===== src/rtl/cfg_afu_reset_seq.sv =====
// cfg_afu_reset_seq
// -----------------
// Sequences function-level and AFU-control-level resets for config function 1.
// It sits between the cfg_func1 register file and the AFU. A reset request
// fences the AFU and waits for it to quiesce, with a bounded wait. It then
// holds the AFU in reset for the advertised duration, releases it, lets it
// settle, and finally reports completion and clears the serviced pending bits.
//
// Request/status protocol: each *_req input is a single-cycle strobe with no
// back-pressure. The strobe sets its pending bit on the next edge, in any
// state. The pending bit is the status that software reads back. A request
// that arrives while its bit is already pending is absorbed.
//
// Ports:
//   clock                        sole clock
//   reset_n                      async active-low reset
//   f1_ro_ofunc_reset_duration   function reset duration, in ticks (static)
//   f1_ro_octrl00_reset_duration AFU-control reset duration, in ticks (static)
//   cfg_ofunc_func_reset_req     1-cycle pulse, function reset written
//   cfg_octrl00_afu_reset_req    1-cycle pulse, AFU control reset written
//   afu_cfg_quiesced             level, AFU has no outstanding commands
//   cfg_err_clear                pulse, clears sticky timeout flag
//   cfg_afu_fence                block new AFU commands
//   cfg_afu_reset                active-high reset to AFU
//   cfg_ofunc_reset_pending      function reset in progress
//   cfg_octrl00_reset_pending    control reset in progress
//   cfg_reset_done               1-cycle pulse at sequence completion
//   cfg_quiesce_timeout          sticky error flag
//
// All outputs come straight from flops. No input reaches an output
// combinationally.

module cfg_afu_reset_seq #(
    parameter int TICK_CYCLES     = 256,   // clocks per duration unit, 2..65535
    parameter int QUIESCE_TIMEOUT = 4096,  // max cycles in FENCE
    parameter int SETTLE_CYCLES   = 16     // cycles after release before done, >= 1
) (
    input  logic       clock,
    input  logic       reset_n,
    input  logic [7:0] f1_ro_ofunc_reset_duration,
    input  logic [7:0] f1_ro_octrl00_reset_duration,
    input  logic       cfg_ofunc_func_reset_req,
    input  logic       cfg_octrl00_afu_reset_req,
    input  logic       afu_cfg_quiesced,
    input  logic       cfg_err_clear,
    output logic       cfg_afu_fence,
    output logic       cfg_afu_reset,
    output logic       cfg_ofunc_reset_pending,
    output logic       cfg_octrl00_reset_pending,
    output logic       cfg_reset_done,
    output logic       cfg_quiesce_timeout
);

    localparam int TW  = $clog2(TICK_CYCLES);
    localparam int TOW = $clog2(QUIESCE_TIMEOUT + 1);
    localparam int SW  = $clog2(SETTLE_CYCLES + 1);

    localparam logic [TW-1:0]  TICK_LAST   = TW'(TICK_CYCLES - 1);
    localparam logic [TOW-1:0] TO_LAST     = TOW'(QUIESCE_TIMEOUT - 1);
    localparam logic [SW-1:0]  SETTLE_LAST = SW'(SETTLE_CYCLES - 1);

    typedef enum logic [2:0] {
        S_IDLE    = 3'd0,
        S_FENCE   = 3'd1,
        S_RESET   = 3'd2,
        S_RELEASE = 3'd3,
        S_DONE    = 3'd4
    } state_t;

    state_t         state_q;
    logic           fence_q;
    logic           afu_reset_q;
    logic           done_q;
    logic           timeout_q;
    logic           func_pend_q;
    logic           ctrl_pend_q;
    logic           svc_func_q;     // current sequence is a function reset
    logic [TW-1:0]  tick_cnt_q;
    logic [7:0]     dur_cnt_q;
    logic [TOW-1:0] to_cnt_q;
    logic [SW-1:0]  settle_cnt_q;

    logic           func_pend_d;
    logic           ctrl_pend_d;
    logic           timeout_d;
    logic           enter_done;
    logic           timeout_hit;
    logic [7:0]     dur_sel;
    logic [7:0]     dur_load;

    always_comb begin
        enter_done  = 1'b0;
        timeout_hit = 1'b0;
        dur_sel     = 8'd0;
        dur_load    = 8'd0;
        func_pend_d = 1'b0;
        ctrl_pend_d = 1'b0;
        timeout_d   = 1'b0;

        // Pending bits are cleared on the edge that enters DONE, so they drop
        // in the same cycle that cfg_reset_done is high.
        enter_done  = (state_q == S_RELEASE) && (settle_cnt_q == SETTLE_LAST);
        timeout_hit = (state_q == S_FENCE) && !afu_cfg_quiesced && (to_cnt_q == TO_LAST);

        // The function duration wins whenever a function reset is pending at
        // the moment the sequence leaves FENCE.
        dur_sel  = func_pend_q ? f1_ro_ofunc_reset_duration : f1_ro_octrl00_reset_duration;
        dur_load = (dur_sel == 8'd0) ? 8'd1 : dur_sel;

        // A function sequence also services any control request. A control-only
        // sequence leaves a late function request pending, which starts a
        // fresh sequence. A new strobe on the clearing edge still sets the bit.
        func_pend_d = cfg_ofunc_func_reset_req  | (func_pend_q & ~(enter_done & svc_func_q));
        ctrl_pend_d = cfg_octrl00_afu_reset_req | (ctrl_pend_q & ~enter_done);

        // When a clear and a new timeout land on the same edge, the set wins.
        timeout_d = timeout_hit | (timeout_q & ~cfg_err_clear);
    end

    always_ff @(posedge clock or negedge reset_n) begin
        if (!reset_n) begin
            func_pend_q <= 1'b0;
            ctrl_pend_q <= 1'b0;
            timeout_q   <= 1'b0;
        end else begin
            func_pend_q <= func_pend_d;
            ctrl_pend_q <= ctrl_pend_d;
            timeout_q   <= timeout_d;
        end
    end

    always_ff @(posedge clock or negedge reset_n) begin
        if (!reset_n) begin
            state_q      <= S_IDLE;
            fence_q      <= 1'b0;
            afu_reset_q  <= 1'b0;
            done_q       <= 1'b0;
            svc_func_q   <= 1'b0;
            tick_cnt_q   <= '0;
            dur_cnt_q    <= 8'd0;
            to_cnt_q     <= '0;
            settle_cnt_q <= '0;
        end else begin
            done_q <= 1'b0;
            case (state_q)
                S_IDLE: begin
                    if (func_pend_q || ctrl_pend_q) begin
                        state_q  <= S_FENCE;
                        fence_q  <= 1'b1;
                        to_cnt_q <= '0;
                    end
                end

                S_FENCE: begin
                    // Proceed on quiesce, or give up waiting after the
                    // timeout. The sticky flag is raised by timeout_hit.
                    if (afu_cfg_quiesced || (to_cnt_q == TO_LAST)) begin
                        state_q     <= S_RESET;
                        afu_reset_q <= 1'b1;
                        tick_cnt_q  <= '0;
                        dur_cnt_q   <= dur_load;
                        svc_func_q  <= func_pend_q;
                    end else begin
                        to_cnt_q <= to_cnt_q + 1'b1;
                    end
                end

                S_RESET: begin
                    // Reset is held for dur_load * TICK_CYCLES cycles. The
                    // exit edge is the last prescaler tick of the last unit.
                    if (tick_cnt_q == TICK_LAST) begin
                        tick_cnt_q <= '0;
                        if (dur_cnt_q == 8'd1) begin
                            state_q      <= S_RELEASE;
                            afu_reset_q  <= 1'b0;
                            settle_cnt_q <= '0;
                        end else begin
                            dur_cnt_q <= dur_cnt_q - 8'd1;
                        end
                    end else begin
                        tick_cnt_q <= tick_cnt_q + 1'b1;
                    end
                end

                S_RELEASE: begin
                    if (settle_cnt_q == SETTLE_LAST) begin
                        state_q <= S_DONE;
                        done_q  <= 1'b1;
                    end else begin
                        settle_cnt_q <= settle_cnt_q + 1'b1;
                    end
                end

                S_DONE: begin
                    // The fence drops here. Any pending work left over is
                    // picked up from IDLE.
                    state_q <= S_IDLE;
                    fence_q <= 1'b0;
                end

                default: begin
                    state_q     <= S_IDLE;
                    fence_q     <= 1'b0;
                    afu_reset_q <= 1'b0;
                end
            endcase
        end
    end

    assign cfg_afu_fence             = fence_q;
    assign cfg_afu_reset             = afu_reset_q;
    assign cfg_ofunc_reset_pending   = func_pend_q;
    assign cfg_octrl00_reset_pending = ctrl_pend_q;
    assign cfg_reset_done            = done_q;
    assign cfg_quiesce_timeout       = timeout_q;

endmodule


===== config.mk =====
export PLATFORM = sky130hd
export DESIGN_NAME = cfg_afu_reset_seq
export DESIGN_NICKNAME = d
export VERILOG_FILES = /design/src/rtl/cfg_afu_reset_seq.sv
export SDC_FILE = /design/constraint.sdc
export NUM_CORES = 1
export LEC_CHECK = 0
export ABC_AREA = 1
export BUFFER_PORTS_ARGS = -buffer_cell sky130_fd_sc_hd__buf_2
export CAP_MARGIN = 20
export CORE_ASPECT_RATIO = 1.1
export CORE_UTILIZATION = 30
export CTS_BUF_LIST = sky130_fd_sc_hd__clkbuf_2
export DETAILED_ROUTE_END_ITERATION = 8
export PLACE_DENSITY = 0.44
export SKIP_LAST_GASP = 1
export SYNTH_ARGS = -nofsm -noshare
export SYNTH_HDL_FRONTEND = slang
export SYNTH_SLANG_ARGS = --single-unit

===== constraint.sdc =====
create_clock -name clock -period 2 [get_ports clock]
set_clock_uncertainty 0.05 [all_clocks]
set_input_delay 0.4 -clock clock [delete_from_list [all_inputs] [get_ports clock]]
set_output_delay 0.4 -clock clock [all_outputs]
set_load 0.01 [all_outputs]

==> metrics.txt <==
status finished, final reports clean; post-synth cell types 33; antenna violations before repair 0; relative slew slack 68.12%; RSZ-0062 raised after global routing no; Hold Crit Class input pin to register; routability cong. 0.7756; VDD IR max 0.1670 mV; cell-internal power 1.153 mW; pin count of the biggest net entering global routing 21; Die ar. 9899 sq um; Mapped Nets 430; num ports 28; Critical Path Slowest Stage Cell dfrtp_1; fmax 0.5620 GHz; combinational fraction of design power 6.1%; sequential area share after synthesis 38.61%; Num CTS Buffers 5; worst-margin pin slew 0.4783 ns; Gate Count Post-Synth 402; Slowest Stage Delay on Critical Path 0.46 ns; vias in the first global route 2463; global route overflow 0; DP HPWL 4.841 mm; CTS tree yes; Cell Rows 36; vias 2463; post-layout min period 1.780 ns; DR pass1 iterations 4; Initial DRC Count 51; CP top delay family simple AND/OR/NAND/NOR gates; Horiz. Die Dim 94.96 um; diode count 0; clock sinks 44; setup TNS 0 ns; GR Util All Layers 14.70%; WP buf/inv 1; layout cell share with drive strength beyond 1 19.91%; CTS HTree Levels 2; nature of the critical path endpoint register; final net count 464; # DRC 0; fin crit share 88.98%; Psw 0.4135 mW; Synth Register Bits 44; Cell Area, Placed 3095 sq um; sequential fraction of design power 57.8%; Total Wirelength 6.571 mm; Max Transition Viols Final 0; mapped cell area 2851 sq um; DR WL/cell 11.93 um; Root Buffer clkbuf_2; largest cells by area after synthesis dfrtp_1 39%, nand2_1 17%, nand3_1 7.4%, inv_1 6.1%, nor2_1 3.9%; crit path DAT 2.10 ns; Clock Pin Slew Worst Setup and Hold Paths 0.27 ns; placed insts 540; Yosys top cell by area dfrtp_1; clock network power share 36.1%; Initial Util 31.50%; Placeable Area 9054 sq um; Req. time, crit path 2.32 ns; category of the most critical setup path register to register; Layout area overhead 12.46%; maximum root-to-sink buffer count 2; worst-skew pair later-pin latency 0.46 ns; Final Instance Area 3207 sq um; final hold vios 0; cells along the critical path ha_1 -> nand2_2 -> nor2_2 -> nand2_2 -> inv_2 -> nand2_2 -> nand2_2 -> nand2_4 -> nand2_4 -> nand2_1 -> nand2_1; critical path's most frequent cell nand2_2; chip height 104.3 um; non-filler cells, final 551; Power Density 488.6 nW/um^2; antenna-violating nets left 0; Switching Share 26.39%; Mean Syn Cell Area 7.093 sq um; number of setup violations in the final report 0; max-cap viol count 0; critical path startpoint category register; Avg Vias per Cell 4.470; Synth top area share 38.61%; leakage power 1.652 nW; I/O Buffers 27; critical path fanouts, max 18; Synth Warn # 0; first-pass GRT wire length 11.56 mm
==> power by group through the flow <==
stage	Sequential [mW]	Clock, mW	Combinational (mW)
2_1_floorplan	0.918	0	0.0443
3_3_place_gp	0.919	0	0.0955
3_5_place_dp	0.919	0	0.0961
4_1_cts	0.905	0.594	0.0995
5_1_grt	0.907	0.619	0.113
6_report	0.905	0.566	0.0962
==> registers in the layout, indices dropped and copies added, names as in the netlist <==
register / flops
cfg_octrl00_reset_pending: 1
to_cnt_q: 13
cfg_reset_done: 1
state_q: 3
settle_cnt_q: 5
cfg_quiesce_timeout: 1
cfg_afu_fence: 1
svc_func_q: 1
cfg_afu_reset: 1
tick_cnt_q: 8
dur_cnt_q: 8
cfg_ofunc_reset_pending: 1
==> metal layers <==
metal,routed length (um),global-route usage (%),part of all wire [%]
met5,0,0,0
met4,67,3.571,1.0
met3,175,2.412,2.7
met2,2992,23.33,46
met1,3335,20.60,51
==> kinds of logic (layout without fill, tap and decap cells) <==
family | Yosys count | count (layout) | synth area share (%)
AND/OR/NAND/NOR | 253 | 253 | 40.90
buffers and inverters | 61 | 96 | 9.346
flip-flops | 44 | 44 | 38.61
AO/OA/AOI/OAI | 32 | 32 | 6.670
adder cells (fa/ha/maj) | 6 | 6 | 2.633
XOR/XNOR | 6 | 6 | 1.843
==> metrics by stage <==
stage	setup slack, ns	hold WS (ns)	power (mW)	utilization, %
after detailed placement	0.1870	0.3452	1.016	34.19
final	0.2205	0.06242	1.567	35.42
after global routing	0.02421	0.01313	1.639	35.42
after CTS	0.1413	0.02686	1.599	35.20
after global placement	0.2254	0.3399	1.015	34.19
after floorplan	0.4670	0.05441	0.9625	-
==> worst paths after layout <==
check                                          end  depth (start not counted)  slack, ns                     start
setup / recovery                       to_cnt_q[0]                         11       0.22               to_cnt_q[0]
min in group asynchronous              to_cnt_q[9]                          2       0.31                   reset_n
setup reg to reg                       to_cnt_q[0]                         11       0.22               to_cnt_q[0]
hold / removal             cfg_ofunc_reset_pending                          2       0.06  cfg_ofunc_func_reset_req
max in group asynchronous             dur_cnt_q[6]                          3       0.97                   reset_n
hold reg to reg                      cfg_afu_reset                          2       0.47             cfg_afu_reset
==> layout by cell type, fill, tap and decap left out, types with 2 or more instances in the layout <==
master	count
nor2_4	4
nand3_1	42
inv_2	8
inv_1	46
buf_2	27
nand2_2	14
nor3_1	2
ha_1	6
o21bai_1	2
nor2_1	30
and2_1	2
o21ai_2	5
nand2_1	132
xor2_1	5
or2_2	5
nand4_1	9
o21ai_1	3
dfrtp_1	44
clkbuf_2	5
nand2_4	2
o21ai_0	16
nand3_2	3
dlygate4sd3_1	2
nor2_2	6
a21oi_1	3
buf_4	4
==> Yosys cell counts <==
library cell	count
a21oi_1	3
and2_1	2
buf_12	1
buf_2	2
buf_4	1
buf_6	2
clkbuf_1	1
dfrtp_1	44
ha_1	6
inv_1	46
inv_2	8
nand2_1	132
nand2_2	14
nand2_4	2
nand3_1	42
nand3_2	3
nand3b_1	1
nand4_1	9
nor2_1	30
nor2_2	6
nor2_4	4
nor3_1	2
nor3b_1	1
o211ai_1	1
o21ai_0	18
o21ai_1	1
o21ai_2	5
o21bai_1	2
o22ai_1	1
o31ai_1	1
or2_2	5
xnor2_1	1
xor2_1	5
==> worst reg2reg max path, cell delays in order, from the launching register on <==
cell and delay (ns):
dfrtp_1 0.46, ha_1 0.24, nand2_2 0.08, nor2_2 0.05
nand2_2 0.11, inv_2 0.04, nand2_2 0.10, nand2_2 0.07
nand2_4 0.20, nand2_4 0.18, nand2_1 0.09, nand2_1 0.05
==> timing repair <==
action / CTS / global route
endpoints found under the hold margin: 19 / 0
gates resized for setup: 0 / 2
hold buffers: 2 / 0
buffers inserted: 0 / 1
setup endpoints to repair: 0 / 9
==> layout make-up <==
| cell class | count | area, sq um |
|---|---|---|
| clock buffer | 5 | 25.02 |
| clock inverter | 3 | 46.29 |
| tap | 114 | 142.6 |
| sequential | 44 | 1101 |
| timing repair buffer | 34 | 205.2 |
| multi-input combinational | 297 | 1484 |
| inverter | 54 | 202.7 |
| fill | 977 | 5847 |
Power figures use the tool's default switching activity.
